`config.mk`:
```
export PLATFORM = sky130hd
export DESIGN_NAME = count_uart_reporter_flat
export DESIGN_NICKNAME = d
export VERILOG_FILES = /design/src/rtl/count_uart_reporter_if.sv /design/src/rtl/count_uart_reporter.sv /design/src/flat_wrapper.sv
export SDC_FILE = /design/constraint.sdc
export NUM_CORES = 1
export LEC_CHECK = 0
export CAP_MARGIN = 20
export CORE_MARGIN = 2
export CORE_UTILIZATION = 25
export DETAILED_ROUTE_END_ITERATION = 12
export GPL_ROUTABILITY_DRIVEN = 0
export GPL_TIMING_DRIVEN = 0
export PLACE_DENSITY = 0.37
export REMOVE_ABC_BUFFERS = 1
export SLEW_MARGIN = 20
export SYNTH_ARGS = -nofsm -noshare
export SYNTH_HDL_FRONTEND = slang
export SYNTH_SLANG_ARGS = --single-unit
```
`constraint.sdc`:
```
create_clock -name clk -period 5.9 [get_ports clk]
set_input_delay 1.18 -clock clk [delete_from_list [all_inputs] [get_ports clk]]
set_output_delay 1.18 -clock clk [all_outputs]
set_load 0.02 [all_outputs]
```
`src/rtl/count_uart_reporter_if.sv`:
```
// Bus between the up/down counter and its UART reporter. The counter side
// (master) drives the value and the resend request. The reporter side (slave)
// drives the serial line and the status flags.
interface count_uart_reporter_if #(
  parameter int NBITS = 4
);
  logic [NBITS-1:0] Q_in;
  logic             send_req;
  logic             tx;
  logic             busy;
  logic             done;

  modport master (
    output Q_in,
    output send_req,
    input  tx,
    input  busy,
    input  done
  );

  modport slave (
    input  Q_in,
    input  send_req,
    output tx,
    output busy,
    output done
  );
endinterface

```
`src/rtl/count_uart_reporter.sv`:
```
// Counter-value UART reporter.
// The block watches the counter value. When the value changes, or when a resend
// is requested, it sends the value as uppercase ASCII hex, most significant
// digit first, followed by CR and LF. The line format is 8N1.
// The value is captured when the report starts, so a report always carries a
// consistent value. Changes seen during a report are folded into at most one
// follow-up report.
module count_uart_reporter #(
  parameter int NBITS    = 4,
  parameter int CLK_FREQ = 50000000,
  parameter int BAUD     = 115200
) (
  input  logic                   clk,
  input  logic                   nrst,
  count_uart_reporter_if.slave   bus
);

  localparam int CPB  = CLK_FREQ / BAUD;
  localparam int NDIG = (NBITS + 3) / 4;
  localparam int CW   = (CPB > 1) ? $clog2(CPB) : 1;

  localparam logic [CW-1:0] CNT_LAST = CW'(CPB - 1);
  localparam logic [3:0]    CHR_CR   = 4'(NDIG);
  localparam logic [3:0]    CHR_LF   = 4'(NDIG + 1);

  typedef enum logic [1:0] {
    S_IDLE,
    S_START,
    S_DATA,
    S_STOP
  } state_t;

  state_t           state_q, state_d;
  logic [CW-1:0]    cnt_q, cnt_d;
  logic [2:0]       bit_q, bit_d;
  logic [3:0]       chr_q, chr_d;
  logic [NBITS-1:0] snap_q, snap_d;
  logic [NBITS-1:0] last_q, last_d;
  logic             pend_q, pend_d;
  logic             tx_q, tx_d;

  logic [4*NDIG-1:0] snap_ext;
  logic [3:0]        nib;
  logic [7:0]        cur_char;

  // Map the character index of the running report to its ASCII code.
  // Hex digits come first, MSB nibble first. CR and LF follow.
  always_comb begin
    snap_ext = '0;
    snap_ext[NBITS-1:0] = snap_q;
    nib      = 4'h0;
    cur_char = 8'h0A;
    if (chr_q < CHR_CR) begin
      nib = 4'(snap_ext >> (4 * (NDIG - 1 - int'(chr_q))));
      if (nib < 4'd10) begin
        cur_char = 8'h30 + {4'h0, nib};
      end else begin
        cur_char = 8'h37 + {4'h0, nib};
      end
    end else if (chr_q == CHR_CR) begin
      cur_char = 8'h0D;
    end
  end

  // Next-state logic for the framing FSM. The serial output is computed one
  // cycle ahead, so that tx leaves a flop without glitches.
  always_comb begin
    state_d = state_q;
    cnt_d   = cnt_q;
    bit_d   = bit_q;
    chr_d   = chr_q;
    snap_d  = snap_q;
    last_d  = last_q;
    pend_d  = pend_q;
    tx_d    = tx_q;

    case (state_q)
      S_IDLE: begin
        tx_d = 1'b1;
        if ((bus.Q_in != last_q) || bus.send_req || pend_q) begin
          snap_d  = bus.Q_in;
          last_d  = bus.Q_in;
          pend_d  = 1'b0;
          chr_d   = 4'd0;
          cnt_d   = '0;
          state_d = S_START;
          tx_d    = 1'b0;
        end
      end

      S_START: begin
        if (cnt_q == CNT_LAST) begin
          cnt_d   = '0;
          bit_d   = 3'd0;
          state_d = S_DATA;
          tx_d    = cur_char[0];
        end else begin
          cnt_d = cnt_q + CW'(1);
        end
      end

      S_DATA: begin
        if (cnt_q == CNT_LAST) begin
          cnt_d = '0;
          if (bit_q == 3'd7) begin
            state_d = S_STOP;
            tx_d    = 1'b1;
          end else begin
            bit_d = bit_q + 3'd1;
            tx_d  = cur_char[bit_d];
          end
        end else begin
          cnt_d = cnt_q + CW'(1);
        end
      end

      S_STOP: begin
        if (cnt_q == CNT_LAST) begin
          cnt_d = '0;
          if (chr_q == CHR_LF) begin
            state_d = S_IDLE;
          end else begin
            chr_d   = chr_q + 4'd1;
            state_d = S_START;
            tx_d    = 1'b0;
          end
        end else begin
          cnt_d = cnt_q + CW'(1);
        end
      end

      default: begin
        state_d = S_IDLE;
        tx_d    = 1'b1;
      end
    endcase

    // A resend request that arrives during a report is remembered.
    // It is served when the FSM is back in IDLE.
    if ((state_q != S_IDLE) && bus.send_req) begin
      pend_d = 1'b1;
    end
  end

  // State and datapath registers. Reset aborts any frame and forces the line idle.
  always_ff @(posedge clk or negedge nrst) begin
    if (!nrst) begin
      state_q <= S_IDLE;
      cnt_q   <= '0;
      bit_q   <= 3'd0;
      chr_q   <= 4'd0;
      snap_q  <= '0;
      last_q  <= '0;
      pend_q  <= 1'b0;
      tx_q    <= 1'b1;
    end else begin
      state_q <= state_d;
      cnt_q   <= cnt_d;
      bit_q   <= bit_d;
      chr_q   <= chr_d;
      snap_q  <= snap_d;
      last_q  <= last_d;
      pend_q  <= pend_d;
      tx_q    <= tx_d;
    end
  end

  assign bus.tx   = tx_q;
  assign bus.busy = (state_q != S_IDLE);
  assign bus.done = (state_q == S_STOP) && (chr_q == CHR_LF) && (cnt_q == CNT_LAST);

endmodule
```
`src/flat_wrapper.sv`:
```
// flat-port wrapper written by rule: the top's interface ports become plain ports
module count_uart_reporter_flat 
#(
  parameter int NBITS    = 4,
  parameter int CLK_FREQ = 50000000,
  parameter int BAUD     = 115200
)
  (clk, nrst, bus_Q_in, bus_send_req, bus_tx, bus_busy, bus_done);
  count_uart_reporter_if #(.NBITS(NBITS)) bus_i ();
  input  logic clk;
  input  logic nrst;
  input wire logic [$bits(bus_i.Q_in)-1:0] bus_Q_in;
  input wire logic [$bits(bus_i.send_req)-1:0] bus_send_req;
  output wire logic [$bits(bus_i.tx)-1:0] bus_tx;
  output wire logic [$bits(bus_i.busy)-1:0] bus_busy;
  output wire logic [$bits(bus_i.done)-1:0] bus_done;
  assign bus_i.Q_in = bus_Q_in;
  assign bus_i.send_req = bus_send_req;
  assign bus_tx = bus_i.tx;
  assign bus_busy = bus_i.busy;
  assign bus_done = bus_i.done;
  count_uart_reporter #(.NBITS(NBITS), .CLK_FREQ(CLK_FREQ), .BAUD(BAUD)) u_core (.clk(clk), .nrst(nrst), .bus(bus_i));
endmodule
```
==> metrics.txt <==
status completed; CP cell instances nor4b_2 -> and4_1 -> and4_2 -> clkdlybuf4s50_1; cell area after layout 1900 um^2; EDFF count, synth 0; Initial Util 0.254; CTS tree done; Resize count post-CTS 0; vias 1307; normalized max-slew margin 0.611; syn avg cell area 9.42 um^2; TritonCTS Sinks 24; DIE HEIGHT 86.4 um; Crit. End Element primary output; Worst-path clk slew 0.09 ns; predominant post-synthesis flop cell dfrtp_1; Final nets 207; GRT overflow 0; Synth Cell Area 1700 um^2; Synth Instances 180; Routed WL 3.84 mm; most area-hungry cell type in the Yosys netlist dfrtp_1; port bufs 9; fmax 288 MHz; pre-CTS WS 2.69 ns; WHS Endpoint u_core.bus.tx; P_leak 0.769 nW; initial antenna violation count 0; commonest non-fill, non-tap cell in the layout o21ai_0; CTS buffer count 3; critical path type reg -> out; ant diodes 0; placed instance area 1820 um^2; share of cells above drive strength 1 0.118; Slew Limit Fails 0; maximum vdd ir drop 0.163 mV; Clock Tree Root clkbuf_8; DIE AREA 7460 um^2; site row count 30; Max Cap Viol 0; final worst setup slack 2.43 ns; Core ar. 6680 um^2; largest net degree at the start of global routing 25; RSZ-0062 raised after global routing false; vias in the first global route 1317; CP delay by family, top simple AND/OR/NAND/NOR gates; IO Pins 10; Post-CTS Setup Inserts 0; CP Max Fanout 11; internal power 500 uW; Fin Setup TNS 0 ns; sw power 343 uW; Fin. Hold Viols 0; per-cell routed wire length 14.4 um; most frequent cells in the layout o21ai_0, dfrtp_1, nor2_1, ha_1, nand2_1; FF-to-FF Start u_core.chr_q[0]; fraction of registers with async set/reset 1.00; hold path depth 2; first-pass GRT wire length 6.56 mm; sequential power share 0.328; Synth cell types 46; Worst path max stage delay 0.62 ns; CTS Buffer Depth 2; drt first pass iters 4; hold_buf cts 0; Placed Instances 262; post-route ant nets 0; worst path arrival time 2.29 ns; R2R cell count 8; Crit path depth 4; Synth-to-Final Area Change 11.8%; Finished Layout Cells 266; Comb pwr share 0.499; DR iter-0 viols 67; Power Density 445 nW/um^2; CTS HTree Levels 1; worst hold path class reg -> reg; WP data required 4.72 ns; clock power share 0.174; fin crit period 3.47 ns; critical path's slowest cell clkdlybuf4s50_1; Worst-Skew Late Latency 0.27 ns; Die Width 86.4 um; Setup-failing EPs final 0; RR Endpoint u_core.bus.tx; Total Routing Usage GR 0.111; yosys warns 0; clock skew 0.00954 ns; via/cell ratio 4.91; post-detail-place hpwl 2.81 mm; r2r setup slk 3.39 ns; Sw Share 0.407; Worst-Margin Slew 0.584 ns; top post-synthesis cells by area dfrtp_1, ha_1, o21ai_0, mux2_2, a22o_1; Worst Min Path Start u_core.bus.tx; synthesis-stage register bit count 24; CP bufs+invs 1; sequential area share after synthesis 0.355; Tcrit/Tclk final 0.588; drt drc 0; Yosys top cell area share 0.339; hold_ws 0.496 ns; critical path startpoint category flop
## flip-flops by register name, summed over array words and instances, names as in the netlist
register and flops:
u_core.cnt_q 9, u_core.bit_q 3, u_core.snap_ext 4, u_core.pend_q 1, u_core.bus.tx 1, u_core.chr_q 4, u_core.state_q 2
## layout make-up
type	instances	area, um^2
clock buffer	3	41.3
clock inverter	1	30.0
fill	710	4790
inverter	10	37.5
multi-input combinational	139	1000
sequential	24	602
tap	80	100
timing repair buffer	9	85.1
## cells by family (layout without fill, tap and decap cells)
kind of cell / Yosys count / after routing / synth area share
fa+ha+maj: 13 / 13 / 0.0959
xor+xnor: 5 / 5 / 0.0258
flops: 24 / 24 / 0.355
simple gates: 65 / 65 / 0.219
compound gates: 48 / 48 / 0.196
mux: 8 / 8 / 0.0524
buf+inv: 17 / 23 / 0.0553
## metal layers
layer | vias to the layer above | part of all wire | track usage
met5 | - | 0 | 0
met4 | 0 | 0.019 | 0.0469
met3 | 6 | 0.016 | 0.0143
met2 | 12 | 0.47 | 0.187
met1 | 639 | 0.49 | 0.143
li1 | 650 | - | -
## worst max path at each step
| stage | startpoint | endpoint | slack, ns |
|---|---|---|---|
| finish | u_core.cnt_q[6] | bus_done | 2.43 |
| CTS | u_core.cnt_q[6] | bus_done | 2.42 |
| detailed placement | bus_Q_in[3] | u_core.state_q[1] | 2.69 |
| global route | u_core.cnt_q[6] | bus_done | 2.29 |
| floorplan | bus_Q_in[3] | u_core.state_q[1] | 3.42 |
| global placement | u_core.cnt_q[6] | bus_done | 2.73 |
## through the flow
stage	total power [mW]	util
after floorplan	0.593	-
after global placement	0.688	0.274
after detailed placement	0.704	0.273
after CTS	0.857	0.284
after global routing	0.926	0.284
final	0.843	0.284
## cell usage after synthesis (2+ instances only)
cell,count
a21oi_1,2
o21ai_0,24
nand3b_1,3
nand4b_1,2
nand2_1,12
nor3_1,2
mux2_2,7
a22o_1,7
ha_1,13
xor2_1,3
nor2b_1,3
nor3b_1,2
dfrtp_1,23
and3_1,3
and4_2,2
and2_1,3
nor4b_2,2
nand2b_1,7
nand3_1,8
nor2_1,13
inv_1,10
buf_6,2
a21o_1,2
o31ai_1,2
xnor2_1,2
## power by group through the flow
stage / clock, mW / combinational [mW] / sequential, mW
floorplan: 0 / 0.328 / 0.265
global placement: 0 / 0.411 / 0.277
detailed placement: 0 / 0.424 / 0.279
CTS: 0.153 / 0.428 / 0.276
global route: 0.161 / 0.479 / 0.287
finish: 0.146 / 0.420 / 0.276
## worst min-delay path: stages (launching register included)
cell     delay, ns
dfstp_2       0.37
inv_1         0.05
o22ai_1       0.07
Note: power is estimated with default switching activity, not from simulation.
